<file path="config.mk">
export PLATFORM = sky130hd
export DESIGN_NAME = cae_row_feeder
export DESIGN_NICKNAME = d
export VERILOG_FILES = /design/src/rtl/cae_row_feeder.sv
export SDC_FILE = /design/constraint.sdc
export NUM_CORES = 1
export LEC_CHECK = 0
export ABC_AREA = 1
export CAP_MARGIN = 20
export CORE_AREA = 2 2 476 478
export CTS_CLUSTER_SIZE = 25
export DETAILED_ROUTE_END_ITERATION = 12
export DIE_AREA = 0 0 478 480
export SETUP_SLACK_MARGIN = 0.5
export SKIP_LAST_GASP = 1
export SLEW_MARGIN = 10
export SYNTH_ARGS = -nofsm -noshare
export SYNTH_HDL_FRONTEND = slang
export SYNTH_SLANG_ARGS = --single-unit
</file>
<file path="constraint.sdc">
create_clock -name clk -period 2.3 [get_ports clk]
set_clock_uncertainty 0.05 [all_clocks]
set_input_delay 0.46 -clock clk [delete_from_list [all_inputs] [get_ports clk]]
set_output_delay 0.46 -clock clk [all_outputs]
set_load 0.005 [all_outputs]
</file>
<file path="src/rtl/cae_row_feeder.sv">
// CAE row feeder: buffers a 3-line sliding window from a line stream and drives the
// convolution core's data/weight rows and enable, one core pass per window position.

module cae_row_slot #(
    parameter int W = 8
) (
    input  logic         clk,
    input  logic         rst,
    input  logic         ld,
    input  logic [W-1:0] d,
    output logic [W-1:0] q
);
    always_ff @(posedge clk or negedge rst) begin
        if (!rst)    q <= '0;
        else if (ld) q <= d;
    end
endmodule

module cae_row_feeder #(
    parameter int DATA_WIDTH = 8,
    parameter int INPUT_SIZE = 15,
    parameter int IMG_ROWS   = 15,
    parameter int CNT_WIDTH  = 4
) (
    input  logic                                 clk,
    input  logic                                 rst,
    input  logic                                 start,
    input  logic                                 w_valid,
    input  logic [3*INPUT_SIZE*DATA_WIDTH-1:0]   w_data,
    input  logic                                 line_valid,
    output logic                                 line_ready,
    input  logic [INPUT_SIZE*DATA_WIDTH-1:0]     line_data,
    input  logic                                 conv_done,
    output logic                                 enable,
    output logic [INPUT_SIZE*DATA_WIDTH-1:0]     data_row1_out,
    output logic [INPUT_SIZE*DATA_WIDTH-1:0]     data_row2_out,
    output logic [INPUT_SIZE*DATA_WIDTH-1:0]     data_row3_out,
    output logic [INPUT_SIZE*DATA_WIDTH-1:0]     weight_row1_out,
    output logic [INPUT_SIZE*DATA_WIDTH-1:0]     weight_row2_out,
    output logic [INPUT_SIZE*DATA_WIDTH-1:0]     weight_row3_out,
    output logic                                 busy,
    output logic                                 frame_done
);
    localparam int LW = INPUT_SIZE * DATA_WIDTH;
    localparam logic [CNT_WIDTH-1:0] LAST_WIN  = CNT_WIDTH'(IMG_ROWS - 2);
    localparam logic [CNT_WIDTH-1:0] FILL_LAST = CNT_WIDTH'(2);

    typedef enum logic [2:0] {IDLE, FILL, RUN, SLIDE, DONE} state_t;

    state_t                 state, state_nxt;
    logic [2:0][LW-1:0]     win;
    logic [2:0][LW-1:0]     wgt;
    logic [CNT_WIDTH-1:0]   line_cnt, win_cnt, win_cnt_inc;
    logic                   line_hs, w_load, frame_go, win_end;

    assign win_cnt_inc = win_cnt + 1'b1;

    // All outputs decode from the state register only, so line_ready never
    // depends combinationally on line_valid.
    always_comb begin
        state_nxt  = state;
        line_ready = 1'b0;
        enable     = 1'b0;
        busy       = 1'b1;
        frame_done = 1'b0;
        line_hs    = 1'b0;
        w_load     = 1'b0;
        frame_go   = 1'b0;
        win_end    = 1'b0;
        case (state)
            IDLE: begin
                busy   = 1'b0;
                w_load = w_valid;
                if (start) begin
                    frame_go  = 1'b1;
                    state_nxt = FILL;
                end
            end
            FILL: begin
                line_ready = 1'b1;
                line_hs    = line_valid;
                if (line_valid && line_cnt == FILL_LAST) state_nxt = RUN;
            end
            RUN: begin
                enable = 1'b1;
                if (conv_done) begin
                    win_end   = 1'b1;
                    state_nxt = (win_cnt_inc == LAST_WIN) ? DONE : SLIDE;
                end
            end
            SLIDE: begin
                line_ready = 1'b1;
                line_hs    = line_valid;
                if (line_valid) state_nxt = RUN;
            end
            DONE: begin
                frame_done = 1'b1;
                state_nxt  = IDLE;
            end
            default: state_nxt = IDLE;
        endcase
    end

    always_ff @(posedge clk or negedge rst) begin
        if (!rst) begin
            state    <= IDLE;
            line_cnt <= '0;
            win_cnt  <= '0;
        end else begin
            state <= state_nxt;
            if (frame_go)     line_cnt <= '0;
            else if (line_hs) line_cnt <= line_cnt + 1'b1;
            if (frame_go)     win_cnt  <= '0;
            else if (win_end) win_cnt  <= win_cnt_inc;
        end
    end

    // Slot 2 takes the incoming line; lower slots take the one above (oldest drops out).
    for (genvar k = 0; k < 3; k++) begin : g_row
        if (k == 2) begin : g_new
            cae_row_slot #(.W(LW)) u_win (
                .clk(clk), .rst(rst), .ld(line_hs), .d(line_data), .q(win[k])
            );
        end else begin : g_old
            cae_row_slot #(.W(LW)) u_win (
                .clk(clk), .rst(rst), .ld(line_hs), .d(win[k+1]), .q(win[k])
            );
        end
        cae_row_slot #(.W(LW)) u_wgt (
            .clk(clk), .rst(rst), .ld(w_load), .d(w_data[k*LW +: LW]), .q(wgt[k])
        );
    end

    assign data_row1_out   = win[0];
    assign data_row2_out   = win[1];
    assign data_row3_out   = win[2];
    assign weight_row1_out = wgt[0];
    assign weight_row2_out = wgt[1];
    assign weight_row3_out = wgt[2];

endmodule

</file>
==> flow_metrics.tcl, run 1 <==
set metrics [dict create \
    die-area_mm2 0.229 \
    clock_latency_ns 0.73 \
    synth_fp_nets 2826 \
    final_util 0.220 \
    ys_types 21 \
    fin_crit_ns 2.12 \
    holdPathStages 3 \
    route.detailed.drc 0 \
    ant_nets 0 \
    cp_max_fo 2 \
    tritoncts "done" \
    cp_cell_sequence "inv_2, buf_6, nor3_4, buf_2" \
    syn-cell-area_mm2 0.0276 \
    hold_viol_final 0 \
    clock.fmax_mhz 471 \
    worstMarginPinSlew_ns 0.556 \
    reg2regPathDepth 9 \
    crit_slowest_cell "dfrtp_1" \
    critical_path_required_ns 1.79 \
    grt_pass1_wl_mm 215 \
    drive_gt1_frac 0.400 \
    drtIter0Drc 1294 \
    drt_pass1_iterations 5 \
    seq_area_frac_synth 0.664 \
    cts.clk_slew.worst_paths_ns 0.06 \
    setup_viol 0 \
    synth.yosys.warnings 0 \
    rsz0062_at_grt "true" \
    cts_buffers 88 \
    hold_end "g_row[2].g_new.u_win.q[53]$_DFFE_PN0P_" \
    vias_per_cell 3.45 \
    antenna_found_initial 98 \
    syn_inst 2336 \
    overflow 0 \
    status "finished clean" \
    power.leakage_nw 24.4 \
    irDropWorstVdd_mv 0.708 \
    h-tree-depth 3 \
    powerDensity_mw_per_mm2 1450 \
    r2r_start "state[0]$_DFFE_PN0P_" \
    drv_cap 0 \
    start_util 0.123 \
    reg2reg_slack_ns 0.24 \
    nets 4459 \
    cts-root-buf "clkbuf_16" \
    io_buffers 1209 \
    fp.dieH_um 480 \
    track_usage 0.139 \
    worstReg2RegEnd "g_row[2].u_wgt.q[74]$_DFFE_PN0P_" \
    placed_cells 6518 \
    core_area_mm2 0.224 \
    gp_congestion 0.909 \
    slew_viol_final 0 \
    slowest_delay_ns 0.37 \
    fin_cells 7049 \
    wl_mm 173 \
    crit_path_start_kind "flop" \
    cp_data_arrival_time_ns 1.61 \
    ios 1210 \
    hold_start "line_data[53]" \
    clockBufferDepth 3 \
    routedWlPerCell_um 24.6 \
    dieWidth_um 478 \
    post-route-period-util 0.923 \
    cts.sinks 731 \
    grt_max_degree 82 \
    hold_path.class "input port to flop" \
    worstSetupPathType "flop to output port" \
    vias 24300 \
    maxSlewHeadroom 0.629 \
    cp-end-kind "output port" \
    post-dp-hpwl_mm 137 \
    rows 174 \
    finalSetupTns_ns 0 \
    area_growth_syn_to_layout_pct 79.1 \
    avgSynthCellArea_um2 11.8 \
    ys_seq_elements 731 \
    grt_pass1_vias 23800 \
]
## synth_stat cells
| cell type | count | area share |
|---|---|---|
| nand2_1 | 977 | 0.13 |
| dfrtp_1 | 731 | 0.66 |
| mux2_1 | 300 | 0.12 |
| o21ai_0 | 73 | 0.013 |
| buf_2 | 65 | 0.012 |
| mux2_2 | 60 | 0.025 |
| inv_1 | 45 | 0.0061 |
| buf_6 | 36 | 0.015 |
| clkbuf_1 | 17 | 0.0023 |
| nand3_1 | 9 | 0.0016 |
| nor2_1 | 5 | 0.00068 |
| ha_1 | 4 | 0.0018 |
| nor3_1 | 3 | 0.00054 |
| a21oi_1 | 2 | 0.00036 |
| nand4_1 | 2 | 0.00045 |
| nor2_4 | 2 | 0.00082 |
| buf_4 | 1 | 0.00027 |
| inv_2 | 1 | 0.00014 |
| nand3_2 | 1 | 0.00036 |
| nand3b_1 | 1 | 0.00027 |
| o22ai_1 | 1 | 0.00023 |
## critical path: cells and delay by family, from the launching register on
| family | cells | cell delay (ns) |
|---|---|---|
| flip-flops | 1 | 0.37 |
| AND/OR/NAND/NOR | 1 | 0.18 |
| buffers and inverters | 3 | 0.33 |
## kinds of logic after synthesis
| logic type | after synthesis | share of synthesized area |
|---|---|---|
| AOI/OAI and AO/OA | 76 | 0.0139 |
| adders and majority gates | 4 | 0.00182 |
| muxes | 360 | 0.147 |
| buffers and inverters | 165 | 0.0354 |
| DFF | 731 | 0.664 |
| and+or+nand+nor | 1000 | 0.138 |
## sequential cells by signal, summed over array words and instances, names as in the netlist
name	count
g_row.g_old.u_win.q	240
state	3
g_row.g_new.u_win.q	120
win_cnt	4
line_cnt	4
g_row.u_wgt.q	360
## final cells by class
| type | instances | area [um^2] |
|---|---|---|
| Fill cell | 24200 | 175000 |
| Timing Repair Buffer | 1662 | 14900 |
| Tap cell | 2992 | 3740 |
| Inverter | 46 | 183 |
| Clock inverter | 33 | 459 |
| Clock buffer | 126 | 2550 |
| Multi-Input combinational cell | 1440 | 9110 |
| Sequential cell | 731 | 18300 |
| Antenna cell | 19 | 47.5 |
## through the flow
step	worst slack (ns)	power [W]	hold WS (ns)	instance area (um^2)
floorplan	0.778	0.0307	0.114	27600
global placement	0.0889	0.0522	0.392	43700
detailed placement	0.0467	0.0526	0.396	43700
CTS	0.115	0.0658	0.113	47000
global route	0.0902	0.0752	0.166	49300
finish	0.177	0.0713	0.220	49300
## cell usage in the layout, fill, tap and decap left out, types with 70 or more instances in the layout
| cell type | count |
|---|---|
| o21ai_0 | 70 |
| mux2_1 | 91 |
| buf_4 | 346 |
| dfrtp_1 | 711 |
| mux2_4 | 212 |
| buf_6 | 280 |
| clkbuf_2 | 452 |
| clkdlybuf4s50_1 | 484 |
| nand2_1 | 975 |
| clkbuf_16 | 122 |
## worst max path at each step
stage | start | endpoint | cells after the start
CTS | state[1]$_DFFE_PN0P_ | enable | 4
finish | state[1]$_DFFE_PN0P_ | enable | 4
floorplan | state[0]$_DFFE_PN0P_ | g_row[0].u_wgt.q[0]$_DFFE_PN0P_ | 5
global placement | w_valid | g_row[2].u_wgt.q[21]$_DFFE_PN0P_ | 4
global route | state[1]$_DFFE_PN0P_ | enable | 4
detailed placement | w_valid | g_row[2].u_wgt.q[34]$_DFFE_PN0P_ | 4
## power by group
part           switching [W]  total, W  internal, W
registers            0.00466    0.0238       0.0191
logic                 0.0154    0.0329       0.0176
clock network        0.00605    0.0146      0.00854
total                 0.0261    0.0713       0.0453
## per-layer routing
metal	global-route usage	part of all wire	routed length [um]	vias to the layer above
met5	0.00394	0.0022	388	-
met4	0.0575	0.043	7400	60
met3	0.0658	0.11	19700	336
met2	0.241	0.50	86200	1217
met1	0.142	0.34	59600	11900
li1	-	-	-	10800
## timing repair
action	4_1_cts	5_1_grt
cloned	0	43
hold endpoints to repair	184	0
gates resized for setup	1022	2246
pin swaps	2	1
buffers inserted	108	201
hold buffers	1	0
endpoints found under the setup margin	803	1126
Power figures use the tool's default switching activity.
==> inputs of run 2 (changes only) <==
- PLACE_DENSITY_LB_ADDON: unset -> 0.15
==> run 2 against run 1 <==
Effect of this change: non-clock buffer count is 91 higher; sequential share of layout area is 3.5 points lower; sequential power is 2% higher; highest routed layer unchanged; utilization is 2.3 points higher; count of clock-buffer cells in the layout is 28 higher; register-to-register slack hardly changed; maximum frequency is 0.66% higher; power is 9.3% higher; via count is 0.22% higher; cell count is 1.5% higher; largest power group unchanged; critical path type unchanged.
==> flow_metrics.tcl, run 2 (same netlist as run 1, synthesis figures left out) <==
set metrics [dict create \
    status "finished clean" \
    drt_pass1_iterations 4 \
    clock.fmax_mhz 474 \
    drv_cap 0 \
    preCtsSetupSlack_ns 0.0497 \
    layout_common_cells "dfrtp_1, nand2_1, clkdlybuf4s50_1" \
    crit_slowest_cell "dfrtp_1" \
    final_common_cell "dfrtp_1" \
    post-route-period-util 0.917 \
    rsz0062_at_grt "true" \
    nets 4569 \
    fp.dieH_um 480 \
    grt_pass1_vias 23500 \
    io_buffers 1209 \
    route.detailed.drc 0 \
    hold_start "line_data[111]" \
    antenna_found_initial 58 \
    setup_viol 0 \
    ant_nets 0 \
    critical_path_required_ns 1.79 \
    track_usage 0.127 \
    cts-root-buf "clkbuf_16" \
    placed_cells 6522 \
    rows 174 \
    largest_register_ffs 360 \
    cp_max_fo 6 \
    power.leakage_nw 26.8 \
    slew_viol_final 0 \
    fin_cells 7155 \
    fin_crit_ns 2.11 \
    drive_gt1_frac 0.520 \
    reg_top3 "g_row.u_wgt.q: 360 flops, g_row.g_old.u_win.q: 240 flops, g_row.g_new.u_win.q: 120 flops" \
    p_comb_frac 0.489 \
    cts.clk_slew.worst_paths_ns 0.06 \
    timing.final.ws_setup_ns 0.191 \
    placed_area_mm2 0.0438 \
    crit_path_start_kind "flop" \
    dieWidth_um 478 \
    seq_power_share 0.310 \
    ios 1210 \
    holdPathStages 3 \
    area_growth_syn_to_layout_pct 98.1 \
    switching_share 0.360 \
    overflow 0 \
    cp_cell_sequence "inv_4, nor3_4, buf_2" \
    start_util 0.123 \
    core_area_mm2 0.224 \
    hold_path.class "input port to flop" \
    finalSetupTns_ns 0 \
    cts.sinks 731 \
    grt_pass1_wl_mm 204 \
    clockBufferDepth 3 \
    gp_congestion 0.767 \
    cp-end-kind "output port" \
    powerDensity_mw_per_mm2 1430 \
    slowest_delay_ns 0.43 \
    internal-power_w 0.0499 \
    routedWlPerCell_um 24.3 \
    tritoncts "done" \
    worstSetupPathType "flop to output port" \
    vias 24400 \
    cts_buffers 99 \
    irDropWorstVdd_mv 0.652 \
    hold_viol_final 0 \
    reg2reg_slack_ns 0.23 \
    grt_max_degree 86 \
    post-dp-hpwl_mm 117 \
    wl_mm 174 \
    maxSlewHeadroom 0.574 \
    cp_data_arrival_time_ns 1.60 \
    clock_latency_ns 0.72 \
    h-tree-depth 3 \
    worstReg2RegEnd "g_row[1].g_old.u_win.q[53]$_DFFE_PN0P_" \
    r2r_start "state[2]$_DFFE_PN0P_" \
    vias_per_cell 3.41 \
    power_frac_clock 0.200 \
    reg2regPathDepth 14 \
    drtIter0Drc 939 \
    top_register "g_row.u_wgt.q" \
    p_sw_w 0.0280 \
    design_area_mm2 0.0546 \
    total_power_w 0.0780 \
    die-area_mm2 0.229 \
    worstMarginPinSlew_ns 0.638 \
    hold_end "g_row[2].g_new.u_win.q[111]$_DFFE_PN0P_" \
]
## run 2: changes by cell type in the layout (fill, tap and decap cells not counted), moves of 60 or more
cell      previous run  this run
nand2_4              1       115
o21ai_0             70        10
clkbuf_2           452       386
nand2_1            975       625
nand2_2              1       237
buf_6              280       348
## run 2: worst max-delay path by stage
stage,from,end,slack [ns]
finish,state[1]$_DFFE_PN0P_,enable,0.19
global route,state[1]$_DFFE_PN0P_,frame_done,0.07
CTS,g_row[0].u_wgt.q[91]$_DFFE_PN0P_,weight_row1_out[91],0.06
detailed placement,w_valid,g_row[2].u_wgt.q[73]$_DFFE_PN0P_,0.05
global placement,w_valid,g_row[1].u_wgt.q[58]$_DFFE_PN0P_,0.05
floorplan,state[0]$_DFFE_PN0P_,g_row[0].u_wgt.q[0]$_DFFE_PN0P_,0.78
## run 2: routing by layer
| metal | wire length [um] | vias to the layer above | part of all wire | GRT usage |
|---|---|---|---|---|
| li1 | - | 11000 | - | - |
| met1 | 64200 | 12100 | 0.37 | 0.135 |
| met2 | 88000 | 894 | 0.51 | 0.218 |
| met3 | 18000 | 239 | 0.10 | 0.0699 |
| met4 | 3450 | 82 | 0.020 | 0.0283 |
| met5 | 449 | - | 0.0026 | 0 |
## run 2: power by group through the flow
stage	Sequential [W]	Combinational [W]	Clock (W)
final	0.0242	0.0381	0.0156
after CTS	0.0235	0.0271	0.0163
after global placement	0.0236	0.0280	0
after floorplan	0.0231	0.00762	0
after global routing	0.0250	0.0407	0.0168
after detailed placement	0.0237	0.0279	0
## run 2: cell type report
| cell class | instances | area, um^2 |
|---|---|---|
| fill | 24000 | 169000 |
| sequential | 731 | 18300 |
| timing repair buffer | 1753 | 18000 |
| multi-input combinational | 1440 | 10900 |
| tap | 2992 | 3740 |
| clock buffer | 154 | 2950 |
| clock inverter | 23 | 283 |
| inverter | 46 | 201 |
| timing repair inverter | 8 | 178 |
| antenna | 8 | 20.0 |
## run 2: repair_timing
action | 4_1_cts | 5_1_grt
gates resized for setup | 1036 | 2958
hold buffers | 1 | 0
setup endpoints to repair | 1039 | 1442
setup buffers | 58 | 257
pin swaps | 1 | 55
hold endpoints to repair | 174 | 0
gates cloned | 0 | 132
## run 2: worst max-delay path: cells and delay by family (launching register included)
| family | cells | cell delay (ns) |
|---|---|---|
| flops | 1 | 0.43 |
| buf+inv | 2 | 0.25 |
| simple gates | 1 | 0.21 |
## run 2: stage by stage
stage / utilization / hold WS [ns]
3_3_place_gp: 0.195 / 0.403
4_1_cts: 0.210 / 0.0987
5_1_grt: 0.244 / 0.136
2_1_floorplan: - / 0.114
6_report: 0.244 / 0.200
3_5_place_dp: 0.195 / 0.407
